### src/rtl/seq_magnitude_comparator.sv
// seq_magnitude_comparator
//   Multi-cycle magnitude comparator. Compares two WIDTH-bit operands MSB-first,
//   DIGIT bits per clock, unsigned or two's complement, and stops on the first
//   differing digit.
//
// Ports:
//   clk         system clock, rising edge
//   rst         asynchronous active-high reset
//   start       compare request, accepted only while busy=0
//   signedMode  0 = unsigned, 1 = two's complement (sampled with start)
//   compared    operand A (sampled with start)
//   comparer    operand B (sampled with start)
//   busy        compare in progress
//   done        one-cycle pulse when the result becomes valid
//   lessThan    A < B
//   equalTo     A == B
//   moreThan    A > B
module seq_magnitude_comparator #(
    parameter int unsigned WIDTH = 8,
    parameter int unsigned DIGIT = 1
) (
    input  logic             clk,
    input  logic             rst,
    input  logic             start,
    input  logic             signedMode,
    input  logic [WIDTH-1:0] compared,
    input  logic [WIDTH-1:0] comparer,
    output logic             busy,
    output logic             done,
    output logic             lessThan,
    output logic             equalTo,
    output logic             moreThan
);

    localparam int unsigned NDIG = WIDTH / DIGIT;
    localparam int unsigned CW   = (NDIG > 1) ? $clog2(NDIG) : 1;
    localparam logic [CW-1:0] LAST = CW'(NDIG - 1);

    if ((WIDTH % DIGIT) != 0 || WIDTH < 2) begin : g_bad_params
        $error("seq_magnitude_comparator: DIGIT must divide WIDTH and WIDTH must be >= 2");
    end

    typedef enum logic [1:0] {StIdle, StRun, StDone} state_e;

    state_e           state_q, state_d;
    logic [WIDTH-1:0] a_q, a_d;
    logic [WIDTH-1:0] b_q, b_d;
    logic [CW-1:0]    cnt_q, cnt_d;
    logic             busy_q, busy_d;
    logic             done_q, done_d;
    logic             lt_q, lt_d;
    logic             eq_q, eq_d;
    logic             gt_q, gt_d;

    logic [DIGIT-1:0] a_top;
    logic [DIGIT-1:0] b_top;

    assign a_top = a_q[WIDTH-1 -: DIGIT];
    assign b_top = b_q[WIDTH-1 -: DIGIT];

    always_ff @(posedge clk or posedge rst) begin
        if (rst) begin
            state_q <= StIdle;
            a_q     <= '0;
            b_q     <= '0;
            cnt_q   <= '0;
            busy_q  <= 1'b0;
            done_q  <= 1'b0;
            lt_q    <= 1'b0;
            eq_q    <= 1'b0;
            gt_q    <= 1'b0;
        end else begin
            state_q <= state_d;
            a_q     <= a_d;
            b_q     <= b_d;
            cnt_q   <= cnt_d;
            busy_q  <= busy_d;
            done_q  <= done_d;
            lt_q    <= lt_d;
            eq_q    <= eq_d;
            gt_q    <= gt_d;
        end
    end

    always_comb begin
        state_d = state_q;
        a_d     = a_q;
        b_d     = b_q;
        cnt_d   = cnt_q;
        busy_d  = busy_q;
        done_d  = 1'b0;
        lt_d    = lt_q;
        eq_d    = eq_q;
        gt_d    = gt_q;

        unique case (state_q)
            StIdle, StDone: begin
                if (start) begin
                    // Inverting the sign bits maps two's complement onto offset
                    // binary, so the digit loop below is always unsigned.
                    a_d                = compared;
                    b_d                = comparer;
                    a_d[WIDTH-1]       = compared[WIDTH-1] ^ signedMode;
                    b_d[WIDTH-1]       = comparer[WIDTH-1] ^ signedMode;
                    cnt_d              = '0;
                    state_d            = StRun;
                    busy_d             = 1'b1;
                    lt_d               = 1'b0;
                    eq_d               = 1'b0;
                    gt_d               = 1'b0;
                end
            end
            StRun: begin
                if (a_top != b_top) begin
                    lt_d    = (a_top < b_top);
                    gt_d    = (a_top > b_top);
                    state_d = StDone;
                    busy_d  = 1'b0;
                    done_d  = 1'b1;
                end else if (cnt_q == LAST) begin
                    eq_d    = 1'b1;
                    state_d = StDone;
                    busy_d  = 1'b0;
                    done_d  = 1'b1;
                end else begin
                    a_d   = a_q << DIGIT;
                    b_d   = b_q << DIGIT;
                    cnt_d = cnt_q + 1'b1;
                end
            end
            default: begin
                state_d = StIdle;
                busy_d  = 1'b0;
            end
        endcase
    end

    assign busy     = busy_q;
    assign done     = done_q;
    assign lessThan = lt_q;
    assign equalTo  = eq_q;
    assign moreThan = gt_q;

endmodule

### config.mk
export PLATFORM = sky130hd
export DESIGN_NAME = seq_magnitude_comparator
export DESIGN_NICKNAME = d
export VERILOG_FILES = /design/src/rtl/seq_magnitude_comparator.sv
export SDC_FILE = /design/constraint.sdc
export NUM_CORES = 1
export LEC_CHECK = 0
export ABC_AREA = 1
export CORE_MARGIN = 1
export CORE_UTILIZATION = 55
export DETAILED_ROUTE_END_ITERATION = 10
export HOLD_SLACK_MARGIN = 0.08
export PLACE_DENSITY = 0.92
export SLEW_MARGIN = 20
export SYNTH_ARGS = -nofsm -noshare
export SYNTH_HDL_FRONTEND = slang
export SYNTH_SLANG_ARGS = --single-unit
### constraint.sdc
create_clock -name clk -period 4 [get_ports clk]
set_input_delay 1.2 -clock clk [delete_from_list [all_inputs] [get_ports clk]]
set_output_delay 1.2 -clock clk [all_outputs]
set_load 0.1 [all_outputs]
# Word level (Yosys, flattened, before mapping)
# Index checks and enable logic that the tools add are counted.
dict set report word_totals {
  input_bits 20
  word_cells 62
  output_inout_bits 5
  reg_bits 26
}
dict set report op_classes {
  n_lt_le_gt_ge 2
  n_addsub 1
  n_eq_ne 10
  n_reduce_logical 7
  n_mux 31
  bitwise_logic 2
}
# cell count
set ops {}
lappend ops {{8-bit two-way mux} 6}
lappend ops {{8-bit one-hot mux with 2 select lines} 2}
lappend ops {{1-bit two-way mux} 11}
lappend ops {{2-bit != test (second input constant)} 5}
lappend ops {{3-bit two-way mux} 3}
lappend ops {{1-bit one-hot mux with 2 select lines} 4}
lappend ops {{4-bit AND reduction} 2}
lappend ops {{2-bit two-way mux} 3}
lappend ops {{3-bit one-hot mux with 2 select lines} 1}
lappend ops {{2-bit one-hot mux with 2 select lines} 1}
lappend ops {{3-bit by 1-bit adder with 3-bit output (second input constant)} 1}
lappend ops {{3-bit == test (second input constant)} 1}
lappend ops {{3-bit != test (second input constant)} 1}
lappend ops {{3-bit AND reduction} 1}
lappend ops {{2-bit by 1-bit == test with 1-bit output (second input constant)} 1}
lappend ops {{2-bit == test (second input constant)} 1}
lappend ops {{2-bit logical NOT} 1}
lappend ops {{2-bit AND reduction} 1}
lappend ops {{2-bit nonzero test} 1}
lappend ops {{2-bit OR reduction} 1}
lappend ops {{1-bit XOR} 2}
lappend ops {{1-bit greater-than comparator} 1}
lappend ops {{1-bit < comparator} 1}
lappend ops {{1-bit != test} 1}

# Logic depth before layout (Yosys ltp)
dict set report logic_depth {
  depth_word 4
  ltp_mapped 9
  ltp_nobuf 8
}

# Worst setup path after synthesis
# OpenSTA, ideal clock, no wires.
dict set report synth_timing {
  kind {flip-flop to output port}
  start {register busy_q (netlist: busy)}
  end {output port busy}
  stages_incl_launch_ff 1
  setup_slack_ns 1.902
  t_arrival_ns 0.898
  n_path_buf 0
  path_cell_list {dfrtp_1}
}
# element line
set synth_lines {}
lappend synth_lines {{from (decl)} 49} ;# logic busy_q, busy_d;
lappend synth_lines {{from (signal assigned)} 77} ;# busy_q <= busy_d;
lappend synth_lines {{to (decl)} 28} ;# output logic busy,
# No word-level cell between the ends.

# Worst setup path in the final report
dict set report layout_timing {
  start {register lt_q (netlist: lessThan)}
  end {output port lessThan}
}
# element line
set layout_lines {}
lappend layout_lines {{from (decl)} 51} ;# logic lt_q, lt_d;
lappend layout_lines {{from (signal assigned)} 79} ;# lt_q <= lt_d;
lappend layout_lines {{to (decl)} 30} ;# output logic lessThan,
# No word-level cell between the ends.

==> flow_summary_export.csv <==
group,metric,value,unit
run_status,outcome,"finished clean",
synth,yosysTopAreaCell,"dfrtp_1",
sta,worst_pin_slew,0.969,ns
power,ir_worst_vdd,0.393,mV
cells_and_area,most-common-layout-cells,"76 x nand2_1, 26 x dfrtp_1, 24 x clkdlybuf4s50_1",
route,drtAntennaViolNets,0,
cts,root_buffer,"clkbuf_4",
critical_path,crit_family,"buffers and inverters",
cts,cts_buffers,3,
route,detail_route.iter0.violations,24,
die,start_util,59.5,%
min_path,whs_path_depth,2,
route,drt-total-wl,2640,um
critical_path,worstPathRequired,2.80,ns
placement,gp_congestion,0.770,
die,core_area,2250,um^2
min_path,min_to,"a_q[4]",
placement,dp.cells,215,
cells_and_area,fin_cells,218,
critical_path,ff2ff_setup_slack,2.28,ns
cells_and_area,fill_cells,190,
sta,rsz0062_at_grt,"false",
synth,synthesis.instances,170,
synth,syn_nets,195,
sta,fin_crit_sh,75.5,%
sta,tns,0,ns
cts,clk_path_buf_depth,2,
route,wl_per_cell,12.1,um
sta,fin_skew,0.00535,ns
sta,hold_viol_final,0,
cells_and_area,seq_area,651,um^2
die,ioPinCount,25,
sta,setup_viol,0,
cts,cts_hold_buf,0,
grt,grt_pass1_vias,1186,
synth,synth_top_area_share,48.5,%
synth,netlist_area,1340,um^2
cts,postCtsSetupBuffers,0,
route,routed_via_density,5.29,
critical_path,arrival,1.82,ns
route,drc,0,
critical_path,crit_cells,1,
die,die-area,2640,um^2
critical_path,critPathKind,"reg -> out",
cells_and_area,multi_input_area,588,um^2
critical_path,slowest_stage,"clkdlybuf4s50_1",
cts,worstSkewPairLatency,0.31,ns
cells_and_area,nets,217,
route,dr.pass1.iters,4,
critical_path,cpPeakStageDelay,1.14,ns
synth,synth_area_per_cell,7.89,um^2
placement,hpwl,1910,um
synth,ys_ff_latch,26,
grt,grt_pass1_wl,4770,um
grt,grt_start_max_net_pins,27,
sta,layout_min_cycle_time,3.02,ns
cells_and_area,drive_above_1_share,4.21,%
sta,slew_headroom,35.2,%
die,fp.dieH,51.4,um
grt,grt_use_total,24.3,%
synth,ys.warnings.count,0,
min_path,min-delay-start,"a_q[4]",
critical_path,path_max_fanout,2,
cts,clock-sinks,26,
critical_path,reg2reg_depth,6,
cells_and_area,area_delta_synth_final,18.5,%
die,row_count,17,
min_path,hold_class,"reg -> reg",
cts,path_clk_slew,0.13,ns
critical_path,worst-path-buf-inv,1,
critical_path,worstPathCellList,"clkdlybuf4s50_1",
synth,ys_types,18,
cts,cts_htree_levels,1,
critical_path,timing.rr.end,"a_q[0]",
grt,globalRouteOverflowTotal,0,
cts,cts_resized,0,
sta,slew_viol_final,0,
cells_and_area,antenna_cells,0,
flow_run,cap_viol_max_count,0,
route,vias,1153,
critical_path,crit_path_end_kind,"output port",
cts,cts_tree,"yes",
power,pwr_density_cell,738,nW/um^2
die,fp.dieW,51.4,um
power,total_leakage_power,0.000842,uW
critical_path,start_kind,"flip-flop",
grt,antenna_found_initial,0,
placement,port_buffers,24,
sta,clock.fmax,331,MHz
synth,netlist_top_cells_area,"dfrtp_1 49%, nand2_1 21%, nand3_1 7.1%, ha_1 4.7%, inv_1 3.6%",
critical_path,crit_start,"lessThan",
critical_path,reg2reg_from,"cnt_q[0]",
synth,yosysSeqAreaShare,48.5,%
cells_and_area,final_common_cell,"nand2_1",
## flip-flops by register name, indices dropped and copies added, names as in the netlist
register,count
a_q,8
state_q,2
moreThan,1
done,1
lessThan,1
busy,1
b_q,8
cnt_q,3
equalTo,1
## kinds of logic (layout without fill, tap and decap cells)
logic type / count (synthesis) / after routing / synth area share, %
adders and majority gates: 5 / 5 / 4.66
and+or+nand+nor: 106 / 106 / 34.4
DFF: 26 / 26 / 48.5
AOI/OAI and AO/OA: 12 / 12 / 4.76
buffers and inverters: 21 / 41 / 7.65
## area by class of cell
class / count / area share (%)
clock buffers: 3 / 1.42
multi-input cells: 123 / 37.0
inverters: 14 / 3.31
repair buffers: 24 / 15.1
flip-flops and latches: 26 / 40.9
well taps: 28 / 2.20
## cell usage after synthesis
cell type and count:
buf_6 2, dfrtp_1 26, buf_2 4, inv_1 13, o31ai_1 1, nor2_4 1
nand3_1 19, buf_4 1, nand4_1 6, inv_2 1, nor2_1 1, nor2_2 1
o21ai_0 7, o22ai_1 1, a21oi_1 3, nand2_1 76, nand2_4 2, ha_1 5
## tightest hold or removal path: stages (launching register included)
cell     delay (ns)
dfrtp_1        0.36
nand3_1        0.07
nand2_1        0.07
## worst max path at each step
stage                     to  slack (ns)
finish              lessThan        0.98
global route         equalTo        0.92
CTS                 lessThan        0.96
detailed placement    b_q[0]        1.20
global placement      a_q[0]        1.25
floorplan               busy        1.90
## power by group
part	total, uW	leakage (uW)	switching, uW	internal (uW)
logic	627	0.000495	443	184
registers	438	0.000333	66.9	371
clock network	107	0.0000138	71.8	35.2
## per-stage QoR
step                setup WS (ns)  power [uW]  util, %  instance area, um^2  hold slack (ns)
finish                      0.982        1170     70.5                 1590            0.524
global route                0.916        1280     70.5                 1590            0.540
CTS                         0.962        1180     70.5                 1590            0.527
detailed placement           1.20        1070     69.5                 1570            0.495
global placement             1.25        1050     69.5                 1570            0.482
floorplan                    1.90         955        -                 1340            0.472
## routing by layer
layer / wire length [um] / GRT usage (%) / part of all wire (%) / vias up
li1: - / - / - / 582
met1: 1160 / 27.5 / 44 / 540
met2: 1360 / 45.0 / 52 / 26
met3: 83 / 3.27 / 3.1 / 5
met4: 34 / 9.91 / 1.3 / 0
met5: 0 / 0 / 0 / -
(Power assumes the default switching activity.)
